File: src/rtl/spine_pkg.sv
// Shared widths and flit helpers for the spine-side crossbar.
package spine_pkg;

    localparam int unsigned FLIT_W  = 16;
    localparam int unsigned DEST_W  = 6;
    localparam int unsigned GRP_W   = 4;
    localparam int unsigned GRP_LSB = FLIT_W - GRP_W;

    function automatic logic [DEST_W-1:0] dest_of(input logic [FLIT_W-1:0] flit);
        return flit[FLIT_W-1 -: DEST_W];
    endfunction

endpackage

File: src/rtl/spine_fifo.sv
// Synchronous input FIFO; a write is accepted while full if a read happens in the same cycle.
module spine_fifo #(
    parameter int unsigned Width = 16,
    parameter int unsigned Depth = 4
) (
    input  logic             clk_i,
    input  logic             reset_i,
    input  logic             wr_i,
    input  logic [Width-1:0] wdata_i,
    input  logic             rd_i,
    output logic [Width-1:0] rdata_o,
    output logic             full_o,
    output logic             empty_o
);
    localparam int unsigned AW = $clog2(Depth);

    logic [Width-1:0] mem_q [Depth];
    logic [AW:0]      wptr_q, wptr_d, rptr_q, rptr_d;
    logic             wr_en, rd_en;

    assign empty_o = (wptr_q == rptr_q);
    assign full_o  = (wptr_q[AW] != rptr_q[AW]) && (wptr_q[AW-1:0] == rptr_q[AW-1:0]);
    assign rdata_o = mem_q[rptr_q[AW-1:0]];

    assign rd_en = rd_i && !empty_o;
    assign wr_en = wr_i && (!full_o || rd_en);

    always_comb begin
        wptr_d = wptr_q;
        rptr_d = rptr_q;
        if (wr_en) wptr_d = wptr_q + 1'b1;
        if (rd_en) rptr_d = rptr_q + 1'b1;
    end

    always_ff @(posedge clk_i) begin
        if (reset_i) begin
            wptr_q <= '0;
            rptr_q <= '0;
        end else begin
            wptr_q <= wptr_d;
            rptr_q <= rptr_d;
        end
    end

    always_ff @(posedge clk_i) begin
        if (wr_en && !reset_i) mem_q[wptr_q[AW-1:0]] <= wdata_i;
    end

endmodule

File: src/rtl/spine_switch.sv
// Spine crossbar: buffered leaf inputs, group-based routing, per-output round-robin,
// registered outputs, and drop/overflow/misroute accounting.
module spine_switch
    import spine_pkg::*;
#(
    parameter int unsigned       NUM_PORTS  = 4,
    parameter int unsigned       DWIDTH     = FLIT_W,
    parameter int unsigned       FIFO_DEPTH = 4,
    parameter logic [GRP_W-1:0]  GROUP_BASE = 4'd0
) (
    input  logic                          clk_i,
    input  logic                          reset_i,
    input  logic [NUM_PORTS*DWIDTH-1:0]   leaf_in_data_i,
    input  logic [NUM_PORTS-1:0]          leaf_in_valid_i,
    output logic [NUM_PORTS*DWIDTH-1:0]   leaf_out_data_o,
    output logic [NUM_PORTS-1:0]          leaf_out_valid_o,
    output logic [NUM_PORTS*DEST_W-1:0]   leaf_out_dest_o,
    output logic [7:0]                    drop_count_o,
    output logic [NUM_PORTS-1:0]          overflow_flag_o,
    output logic                          misroute_flag_o
);
    localparam int unsigned PW = (NUM_PORTS > 1) ? $clog2(NUM_PORTS) : 1;

    logic [DWIDTH-1:0]           head      [NUM_PORTS];
    logic [GRP_W-1:0]            head_port [NUM_PORTS];
    logic [NUM_PORTS-1:0]        empty, full, pop, push, ovf_drop, misroute;

    logic [PW-1:0]               rr_q [NUM_PORTS];
    logic [PW-1:0]               rr_d [NUM_PORTS];
    logic [NUM_PORTS-1:0]        gnt_valid;
    logic [PW-1:0]               gnt_idx [NUM_PORTS];

    logic [NUM_PORTS*DWIDTH-1:0] out_data_q;
    logic [NUM_PORTS-1:0]        out_valid_q;
    logic [NUM_PORTS*DEST_W-1:0] out_dest_q;
    logic [7:0]                  drop_q, drop_d;
    logic [NUM_PORTS-1:0]        ovf_q;
    logic                        mis_q;

    for (genvar p = 0; p < NUM_PORTS; p++) begin : g_in
        // Port index relative to this spine's first group; wraps in 4 bits.
        assign head_port[p] = head[p][DWIDTH-1 -: GRP_W] - GROUP_BASE;
        assign misroute[p]  = !empty[p] && (32'(head_port[p]) >= NUM_PORTS);
        assign push[p]      = leaf_in_valid_i[p] && (!full[p] || pop[p]);
        assign ovf_drop[p]  = leaf_in_valid_i[p] && full[p] && !pop[p];

        spine_fifo #(
            .Width (DWIDTH),
            .Depth (FIFO_DEPTH)
        ) u_fifo (
            .clk_i   (clk_i),
            .reset_i (reset_i),
            .wr_i    (push[p]),
            .wdata_i (leaf_in_data_i[p*DWIDTH +: DWIDTH]),
            .rd_i    (pop[p]),
            .rdata_o (head[p]),
            .full_o  (full[p]),
            .empty_o (empty[p])
        );
    end

    // Each head targets exactly one output, so the per-output scans never grant the same input twice.
    always_comb begin
        logic [PW-1:0] idx;
        idx = '0;
        pop = misroute;
        for (int unsigned o = 0; o < NUM_PORTS; o++) begin
            gnt_valid[o] = 1'b0;
            gnt_idx[o]   = '0;
            rr_d[o]      = rr_q[o];
            for (int unsigned k = 0; k < NUM_PORTS; k++) begin
                idx = PW'((32'(rr_q[o]) + k) % NUM_PORTS);
                if (!gnt_valid[o] && !empty[idx] && (32'(head_port[idx]) == o)) begin
                    gnt_valid[o] = 1'b1;
                    gnt_idx[o]   = idx;
                    pop[idx]     = 1'b1;
                    rr_d[o]      = PW'((32'(idx) + 1) % NUM_PORTS);
                end
            end
        end
    end

    always_comb begin
        int unsigned drop_sum;
        int unsigned drop_next;
        drop_sum = 0;
        for (int unsigned p = 0; p < NUM_PORTS; p++) begin
            drop_sum += 32'(ovf_drop[p]) + 32'(misroute[p]);
        end
        drop_next = 32'(drop_q) + drop_sum;
        drop_d    = (drop_next > 255) ? 8'hFF : 8'(drop_next);
    end

    always_ff @(posedge clk_i) begin
        if (reset_i) begin
            rr_q        <= '{default: '0};
            out_data_q  <= '0;
            out_valid_q <= '0;
            out_dest_q  <= '0;
            drop_q      <= '0;
            ovf_q       <= '0;
            mis_q       <= 1'b0;
        end else begin
            rr_q        <= rr_d;
            out_valid_q <= gnt_valid;
            drop_q      <= drop_d;
            ovf_q       <= ovf_q | ovf_drop;
            mis_q       <= mis_q | (|misroute);
            for (int unsigned o = 0; o < NUM_PORTS; o++) begin
                if (gnt_valid[o]) begin
                    out_data_q[o*DWIDTH +: DWIDTH] <= head[gnt_idx[o]];
                    out_dest_q[o*DEST_W +: DEST_W] <= head[gnt_idx[o]][DWIDTH-1 -: DEST_W];
                end
            end
        end
    end

    assign leaf_out_data_o  = out_data_q;
    assign leaf_out_valid_o = out_valid_q;
    assign leaf_out_dest_o  = out_dest_q;
    assign drop_count_o     = drop_q;
    assign overflow_flag_o  = ovf_q;
    assign misroute_flag_o  = mis_q;

endmodule

File: config.mk
export PLATFORM = sky130hd
export DESIGN_NAME = spine_switch
export DESIGN_NICKNAME = d
export VERILOG_FILES = /design/src/rtl/spine_pkg.sv /design/src/rtl/spine_fifo.sv /design/src/rtl/spine_switch.sv
export SDC_FILE = /design/constraint.sdc
export NUM_CORES = 1
export LEC_CHECK = 0
export ABC_CLOCK_PERIOD_IN_PS = 16000
export BUFFER_PORTS_ARGS = -buffer_cell sky130_fd_sc_hd__buf_4
export CORE_MARGIN = 2
export CORE_UTILIZATION = 25
export DETAILED_ROUTE_END_ITERATION = 8
export HOLD_SLACK_MARGIN = 0.1
export PLACE_DENSITY = 0.45
export SKIP_CTS_REPAIR_TIMING = 1
export SYNTH_ARGS = -nofsm -noshare
export SYNTH_HDL_FRONTEND = slang
export SYNTH_HIERARCHICAL = 1
export SYNTH_SLANG_ARGS = --single-unit
File: constraint.sdc
create_clock -name clk_i -period 16 [get_ports clk_i]
set_input_delay 3.2 -clock clk_i [delete_from_list [all_inputs] [get_ports clk_i]]
set_output_delay 3.2 -clock clk_i [all_outputs]
set_load 0.01 [all_outputs]
Word level (Yosys, flattened, before mapping)
Memories as Yosys holds them, arrays and structs flattened. A register that Yosys moved wholly into a read port is not among the register bits.
Index checks and enable logic that the tools add are counted.
Widths: inputs -> output; s select.

storage, ports and cells
  bits in registers = 137
  latch bits = 0
  memory bits (writable) = 256
  memory bits (read-only) = 0
  bits of input ports = 70
  output and inout port bits = 105
  logic and storage cells = 526
  memories = 4

memories
  memory                depth  width  rd ports  clocked after Yosys merged registers in  wr ports  line              source
  g_in[0].u_fifo.mem_q  4      16     1         1                                        1         spine_fifo.sv:17  logic [Width-1:0] mem_q [Depth];
  g_in[1].u_fifo.mem_q  4      16     1         1                                        1         spine_fifo.sv:17
  g_in[2].u_fifo.mem_q  4      16     1         1                                        1         spine_fifo.sv:17
  g_in[3].u_fifo.mem_q  4      16     1         1                                        1         spine_fifo.sv:17

operators by class
  add/subtract/negate cells = 40
  $mul = 0
  divide/modulo/power cells = 0
  order comparisons = 57
  eq/ne operators = 24
  shift operators = 0
  multiplexer cells = 205
  bitwise gates (word level) = 38
  reductions and logical operators = 134

operator list
  cell                 count
  $mux 4               48
  $bmux 16 s2          4
  $bmux 4 s2           16
  $mux 16              8
  $mux 2               40
  $logic_and 1x1->1    76
  $or 4x4->4           17
  $ge 3x3->1 const B   20
  $not 2->3            20
  $mux 1               56
  $lt 2x3->1 const B   16
  $logic_not 1->1      41
  $add 2x1->2 const B  16
  $bmux 1 s2           16
  $demux 1 s2          16
  $eq 4x2->1 const B   8
  $ge 2x1->1 const B   16
  $add 3x1->3 const B  8
  $add 2x2->2 const B  8
  $eq 4x1->1 const B   4
  $ge 4x3->1 const B   4
  $logic_not 4->1      4
  $reduce_bool 4->1    4
  $eq 3x3->1           4
  other kinds (12)     28

Logic depth before layout (Yosys ltp)
Gate-level depths: netlist of the first run.

  word-level depth = 52
  gate-level depth with buffers = 27

Cells and area by module
Netlist of the first run, hierarchy kept.

modules (own cells, without submodules)
  module                            instances  cells each  area each (um^2)  sequential area each (um^2)
  spine_fifo at g_in[0].u_fifo ...  3          144         2866.5            2082.0
  spine_switch                      1          881         7166.9            1781.7
  spine_fifo at g_in[3].u_fifo      1          142         2866.5            2082.0

Worst setup path before layout of the first run
OpenSTA, ideal clock, no wires.

  path type = register -> register
  from = register (tool-made name)
  to = register drop_q[6] (netlist: drop_count_o[6])
  arrival = 6.460 ns
  required time = 15.868 ns
  slack = 9.409 ns
  cell stages (with the launch flop) = 24
  buffers on the path = 2
  clock period less this slack = 6.591 ns
  path through = dfxtp_1 -> buf_2 -> buf_4 -> mux4_2 -> or4b_4 -> or2_4 -> mux4_2 -> nor2_1 -> a32o_1 -> a21oi_1 -> and4_1 -> and3_1 -> fa_1 -> inv_1 -> fa_1 -> fa_1 -> fa_1 -> fa_1 -> nor2b_1 -> o21ai_0 -> nand2b_1 -> nand3_1 -> nor3b_1 -> nor3_1

RTL lines
  element               line                 source
  end signal, assigned  spine_switch.sv:106  drop_q <= drop_d;
  end, declared         spine_switch.sv:36   logic [7:0] drop_q, drop_d;

==> results of run 1 <==
cells in the final DEF (no fill, tap or decap), types with 7 or more instances in the layout:
cell       instances
nand3_1           20
clkinv_1          11
a21oi_1           48
buf_4            193
o21ai_1           18
clkbuf_16         44
mux2i_1           58
a22oi_1           19
and3_1            18
mux4_2            73
a41oi_1            8
nand2b_1          19
dfxtp_1          121
nor3_1            19
o221ai_1          16
inv_1             58
and2_1            23
o21ai_0           22
edfxtp_1         256
o211ai_1          19
ha_1              42
xnor2_2            8
nand2_1          108
nor3b_1            8
nand4_1            8
a31oi_1           12
mux2_1            22
nor3_4             9
a2111oi_0         23
nor2b_1           29
mux2_2            16
nor2_1            89
clkbuf_1           7
through the flow:
step	instances	setup WS, ns	util (%)
final	2600	8.39	30.1
after global routing	2600	7.96	30.1
after CTS	2600	8.42	30.1
after detailed placement	2518	8.37	28.2
after global placement	2518	8.40	28.2
after floorplan	1455	9.41	-
registers in the layout, summed over array words and instances, names as in the netlist, named ones only:
register / flops
drop_count_o: 8
g_in.u_fifo/mem_q: 256
g_in.u_fifo/rptr_q: 12
g_in.u_fifo/wptr_q: 12
leaf_out_data_o: 64
leaf_out_valid_o: 4
misroute_flag_o: 1
overflow_flag_o: 4
rr_q: 8
critical path, stage by stage (launching register included):
cell and delay [ns]:
dfxtp_1 0.88, mux4_2 0.54, or4_1 0.71, nor2_1 0.61, mux4_2 0.50, nor2_1 0.12, o2bb2ai_1 0.13, a2111oi_0 0.39
and4_1 0.34, and3_1 0.21, fa_1 0.41, inv_1 0.09, fa_1 0.43, fa_1 0.47, fa_1 0.45, fa_1 0.43
nor2b_1 0.12, o21ai_0 0.08, nand2b_1 0.18, nand3_1 0.11, nor3b_1 0.21, nor3_1 0.08
per-layer routing:
layer	share of wire (%)	vias to the layer above
met5	0.027	-
li1	-	5897
met2	50	408
met4	1.7	2
met1	44	6536
met3	4.7	74
cells in the mapped netlist (all sizes together), types with 6 or more instances:
master,count
a2111oi,24
buf,57
nand4,8
a22oi,19
nand2b,19
ha,42
nor2,91
nor3,30
xor2,6
a21boi,7
mux4,73
a31oi,16
mux2i,58
o221ai,16
xnor2,13
a41oi,12
nor2b,29
nor4,10
o21ai,41
clkbuf,42
inv,61
o211ai,20
nand2,108
nor3b,8
and2,23
dfxtp,121
nand3b,6
mux2,42
edfxtp,256
nand3,20
a21oi,48
a211oi,7
and3,18
worst paths after layout:
kind	slack (ns)	start	depth (start not counted)	to
hold reg to reg	0.46	leaf_out_data_o[36]	2	leaf_out_data_o[36]
hold / removal	0.46	leaf_out_data_o[36]	2	leaf_out_data_o[36]
setup / recovery	8.39	register	21	drop_count_o[6]
setup reg to reg	8.39	register	21	drop_count_o[6]
power by group through the flow:
stage               sequential [mW]  clock [mW]  combinational (mW)
finish                         1.24       0.980                1.18
global placement               1.26           0                1.19
floorplan                      1.22           0               0.778
detailed placement             1.26           0                1.19
global route                   1.25        1.05                1.29
CTS                            1.24        1.01                1.20
cell families (layout without fill, tap and decap cells):
logic type                 Yosys count  after routing
AOI/OAI and AO/OA                  285            285
xor gates and xnor gates            19             19
adders and majority gates           47             47
buffers and inverters              160            336
DFF                                377            377
muxes                              173            173
and+or+nand+nor                    394            394
layout make-up:
type | instances | share of cell area (%)
Inverter | 61 | 1.03
Multi-Input combinational cell | 918 | 35.4
Clock buffer | 53 | 5.18
Clock inverter | 29 | 1.07
Timing Repair Buffer | 193 | 6.50
Tap cell | 969 | 5.44
Sequential cell | 377 | 45.4
==> impl_metrics.ini, run 1 <==
[status]
status = complete, no violations

[logic_synthesis]
synth_xor_area_share_pct = 1.38
synth_nets = 1572
synth_fa_ha_area_share_pct = 3.36
synth_top_area_share_pct = 41.3
yosys.area.top_type = edfxtp_1
yosysSeqAreaShare_pct = 54.3
synth-compound-area-share_pct = 11.5
yosys.area_share.simple_pct = 10.9
synth_mux_area_share_pct = 14.6
synthDistinctLibCells = 91
syn_area_um2 = 18600
synth_top_family_by_area = multiplexers
synth-seq-cells = 377
synth_area_leaders = edfxtp_1 (41%), dfxtp_1 (13%), mux4_2 (8.8%), mux2i_1 (3.1%), ha_1 (2.8%)
synth_warnings = 6
ys_async_sr_fraction_pct = 0
synth_edf_count = 256
netlist_instances = 1455
synthFlopType = edfxtp_1
avgSynthCellArea_um2 = 12.8

[pwr]
leakage_nw = 7.85
netSwitchingPower_mw = 1.26
p_seq_share_pct = 36.4
fin_total_pwr_mw = 3.40
switching_share_pct = 37.1
clkPwrFrac_pct = 28.8
p_int_mw = 2.14
peakVddDrop_uv = 69.2
power.density_nw_per_um2 = 153
pwr-share-comb_pct = 34.8

[detailed_routing]
dr.pass1.iters = 9
antenna_left = 0
dr_total_vias = 12900
routedWlPerCell_um = 22.9
drc = 0
wl_mm = 59.6
via_per_inst = 4.97
drt_iter0_drc = 1099

[timing]
worst_slew_pin_slew_ns = 1.11
max-slew-margin-rel_pct = 25.8
setup_viol = 0
fin_crit_ns = 7.61
rsz0062_at_grt = no
whs_ns = 0.458
hold_viol = 0
slew_violations = 0
fin_crit_sh_pct = 47.6
clock.fmax_ghz = 0.131
finalClockSkew_ns = 0.0225
final.setup.tns_ns = 0

[floorplanning]
initial_utilization_pct = 25.2
dieWidth_um = 277
die-height_um = 277
coreArea_um2 = 74100
io_pins = 175
die-area_um2 = 76700
fp-row-count = 100

[flow_run]
max_cap_viol_count = 0

[critical_path]
crit_type = reg2reg
cp-start-kind = register
worstPathMaxFanout = 16
worstPathArrival_ns = 8.04
crit_required_ns = 16.43
crit_path_end_kind = register

[cells_and_area]
area.growth.synth_to_final_pct = 19.6
fin_nets = 1712
multi_input_area_um2 = 7900
drive_gt1_share_pct = 24.5
design_area_um2 = 22300
regArea_um2 = 10100
nFillCells = 7540
n_antenna_cell = 0

[place]
dpl-instance-area_um2 = 20900
dp_hpwl_mm = 43.7
place_congestion = 0.843
portBuffers = 174

[clock_network]
root_buffer = clkbuf_16
insertion_delay_ns = 0.58
cts_tree = yes
clock-sinks = 377
clkSlewWorstSetupHoldPaths_ns = 0.06
clock_path_buffers = 3
h-tree-depth = 2
cts_buffers = 44

[global_routing]
grt_max_degree = 53
grt_use_met1_pct = 20.3
antenna_found_initial = 1
grt_pass1_vias = 12900
gr-usage-met2_pct = 26.4
grt_pass1_wl_mm = 88.1
top_usage_layer = met2
grt_util_all_layers_pct = 15.3
grt_overflow_total = 0
use_met3_pct = 2.29

[min_path]
min_path_type = reg2reg
Note: power is estimated with default switching activity, not from simulation.
==> inputs of run 2 (changes only) <==
Settings changed: ABC_AREA set to 1, ABC_CLOCK_PERIOD_IN_PS 16000 to 6200, PLACE_DENSITY 0.45 to 0.46.
Clock period 16 ns to 6.2 ns, I/O delays scaled along.
==> run 2 against run 1 <==
  * First-iteration DRC count rose by 43%
  * Core utilization rose by 0.30 points
  * Non-clock buffer count rose by 70
  * Register-to-register slack got worse by 8.0 ns
  * Final cell count rose by 39%
  * Critical endpoint is now drop_count_o[5]
==> impl_metrics.ini, run 2 <==
[status]
status = complete, no violations

[floorplanning]
dieWidth_um = 286
fp-row-count = 103
die-area_um2 = 81800
initial_utilization_pct = 25.2
io_pins = 175
coreArea_um2 = 78900
die-height_um = 286

[cells_and_area]
fin_nets = 2631
most-common-layout-cells = nand2_1 (417), nand3_1 (302), nor2_1 (295)
largest_register_ffs = 256
fin_cells = 3601
drive_gt1_share_pct = 19.5
layout_commonest_cell = nand2_1
final_core_util_pct = 30.4
area.growth.synth_to_final_pct = 20.6

[detailed_routing]
wl_mm = 68.0
routedWlPerCell_um = 18.9
via_per_inst = 4.71
dr_total_vias = 17000
dr.pass1.iters = 6
drc = 0
drt_iter0_drc = 1567
antenna_left = 0

[clock_network]
cts_tree = yes
clkSlewWorstSetupHoldPaths_ns = 0.06
clock_path_buffers = 3
clock-sinks = 377
insertion_delay_ns = 0.59
cts_buffers = 44
root_buffer = clkbuf_16
h-tree-depth = 2

[global_routing]
grt_util_all_layers_pct = 16.3
grt_overflow_total = 0
antenna_found_initial = 2
grt_pass1_wl_mm = 102
grt_max_degree = 55
grt_pass1_vias = 16200

[critical_path]
r2r_slack_ns = 0.40
cp_slowest_cell = dfxtp_1
cp-start-kind = register
r2r-end = drop_count_o[5]
crit_path_end_kind = register
crit_required_ns = 6.72
crit_type = reg2reg
slowest_delay_ns = 0.55
rr_startpoint = rr_q[2]
rr_worst_depth = 29
worstPathMaxFanout = 9
cpMostUsedCell = inv_1
worstPathArrival_ns = 6.31

[pwr]
power.density_nw_per_um2 = 469
p_seq_share_pct = 27.6
pwr-share-comb_pct = 50.1
p_int_mw = 6.06
leakage_nw = 10.2
clkPwrFrac_pct = 22.3
fin_total_pwr_mw = 11.3
netSwitchingPower_mw = 5.19
peakVddDrop_uv = 210
switching_share_pct = 46.1

[logic_synthesis]
ys_async_sr_fraction_pct = 0
synth_area_leaders = edfxtp_1 (39%), dfxtp_1 (12%), nand2_1 (7.9%), nand3_1 (7.6%), nor2_1 (5.6%)
synthDistinctLibCells = 50
netlist_instances = 2327
avgSynthCellArea_um2 = 8.54
syn_area_um2 = 19900
yosysMostFrequentCell = nand2_1
synth_common_cells = nand2_1 (418), nand3_1 (302), nor2_1 (297)
synth_edf_count = 256
synth_warnings = 6
synth_top_area_share_pct = 38.7
yosys.area.top_type = edfxtp_1
synthFlopType = edfxtp_1
synth-seq-cells = 377
yosysSeqAreaShare_pct = 50.9
synth_nets = 2444

[timing]
setup_viol = 0
fin_crit_sh_pct = 93.5
finalClockSkew_ns = 0.0348
max-slew-margin-rel_pct = 38.3
slew_violations = 0
hold_viol = 0
whs_ns = 0.447
final.setup.tns_ns = 0
clock.fmax_ghz = 0.172
worst_slew_pin_slew_ns = 0.925
fin_crit_ns = 5.80

[place]
dp_hpwl_mm = 50.0
place_congestion = 0.900
dp_cells = 3513
portBuffers = 174

[min_path]
hp-start = overflow_flag_o[2]
hold_depth = 2
whs_endpoint = overflow_flag_o[2]
min_path_type = reg2reg

[flow_run]
max_cap_viol_count = 0
## run 2: cell count changes in the layout (fill, tap and decap cells not counted), moves of 29 or more
cell and change:
buf_4 +69, inv_1 +186, inv_2 +31, mux2i_1 -58, mux4_2 -73, nand2_1 +309
nand2_2 +33, nand3_1 +282, nor2_1 +206, nor2b_1 -29, o21ai_0 +93, o21ai_1 +83
o22ai_1 +55
## run 2: metal layers
metal	track usage, %	part of all wire [%]
met5	0	0
met4	4.80	2.4
met3	2.20	5.0
met2	27.0	47
met1	22.0	45
## run 2: cell type report
| cell class | count | area, um2 |
|---|---|---|
| Fill cell | 8380 | 54900 |
| Sequential cell | 377 | 10100 |
| Clock inverter | 16 | 145 |
| Timing Repair Buffer | 263 | 1990 |
| Antenna cell | 1 | 2.50 |
| Clock buffer | 66 | 1260 |
| Inverter | 281 | 1060 |
| Multi-Input combinational cell | 1547 | 8070 |
| Tap cell | 1050 | 1310 |
## run 2: kinds of logic after synthesis
| logic type | after synthesis | share of synthesized area [%] |
|---|---|---|
| AND/OR/NAND/NOR | 1139 | 26.5 |
| XOR/XNOR | 14 | 0.768 |
| buffers and inverters | 403 | 8.88 |
| adder cells (fa/ha/maj) | 47 | 3.15 |
| AO/OA/AOI/OAI | 347 | 9.83 |
| flip-flops | 377 | 50.9 |
## run 2: how the worst max path moves through the flow
| stage | to | depth (start not counted) | slack [ns] | from |
|---|---|---|---|---|
| floorplan | drop_count_o[5] | 36 | 0.67 | register |
| global placement | drop_count_o[5] | 32 | 0.11 | register |
| detailed placement | drop_count_o[5] | 32 | 0.03 | register |
| CTS | drop_count_o[5] | 32 | -0.02 | register |
| global route | drop_count_o[5] | 35 | -0.04 | register |
| finish | drop_count_o[5] | 29 | 0.40 | rr_q[2] |
## run 2: power groups by stage
| stage | combinational (mW) | clock (mW) | sequential (mW) |
|---|---|---|---|
| floorplan | 3.69 | 0 | 3.15 |
| global placement | 5.50 | 0 | 3.15 |
| detailed placement | 5.52 | 0 | 3.15 |
| CTS | 5.54 | 2.59 | 3.10 |
| global route | 6.22 | 2.68 | 3.13 |
| finish | 5.63 | 2.51 | 3.10 |
## run 2: per-stage QoR
step | area [um2] | setup slack (ns)
3_3_place_gp | 22400 | 0.115
6_report | 24000 | 0.403
2_1_floorplan | 19900 | 0.667
4_1_cts | 23800 | -0.0223
5_1_grt | 24000 | -0.0370
3_5_place_dp | 22400 | 0.0330
## run 2: worst max-delay path: cells and delay by family, from the launching register on
| family | cells | cell delay (ns) |
|---|---|---|
| adders and majority gates | 6 | 2.66 |
| and+or+nand+nor | 10 | 1.18 |
| buffers and inverters | 9 | 1.06 |
| DFF | 1 | 0.55 |
| AOI/OAI and AO/OA | 4 | 0.31 |
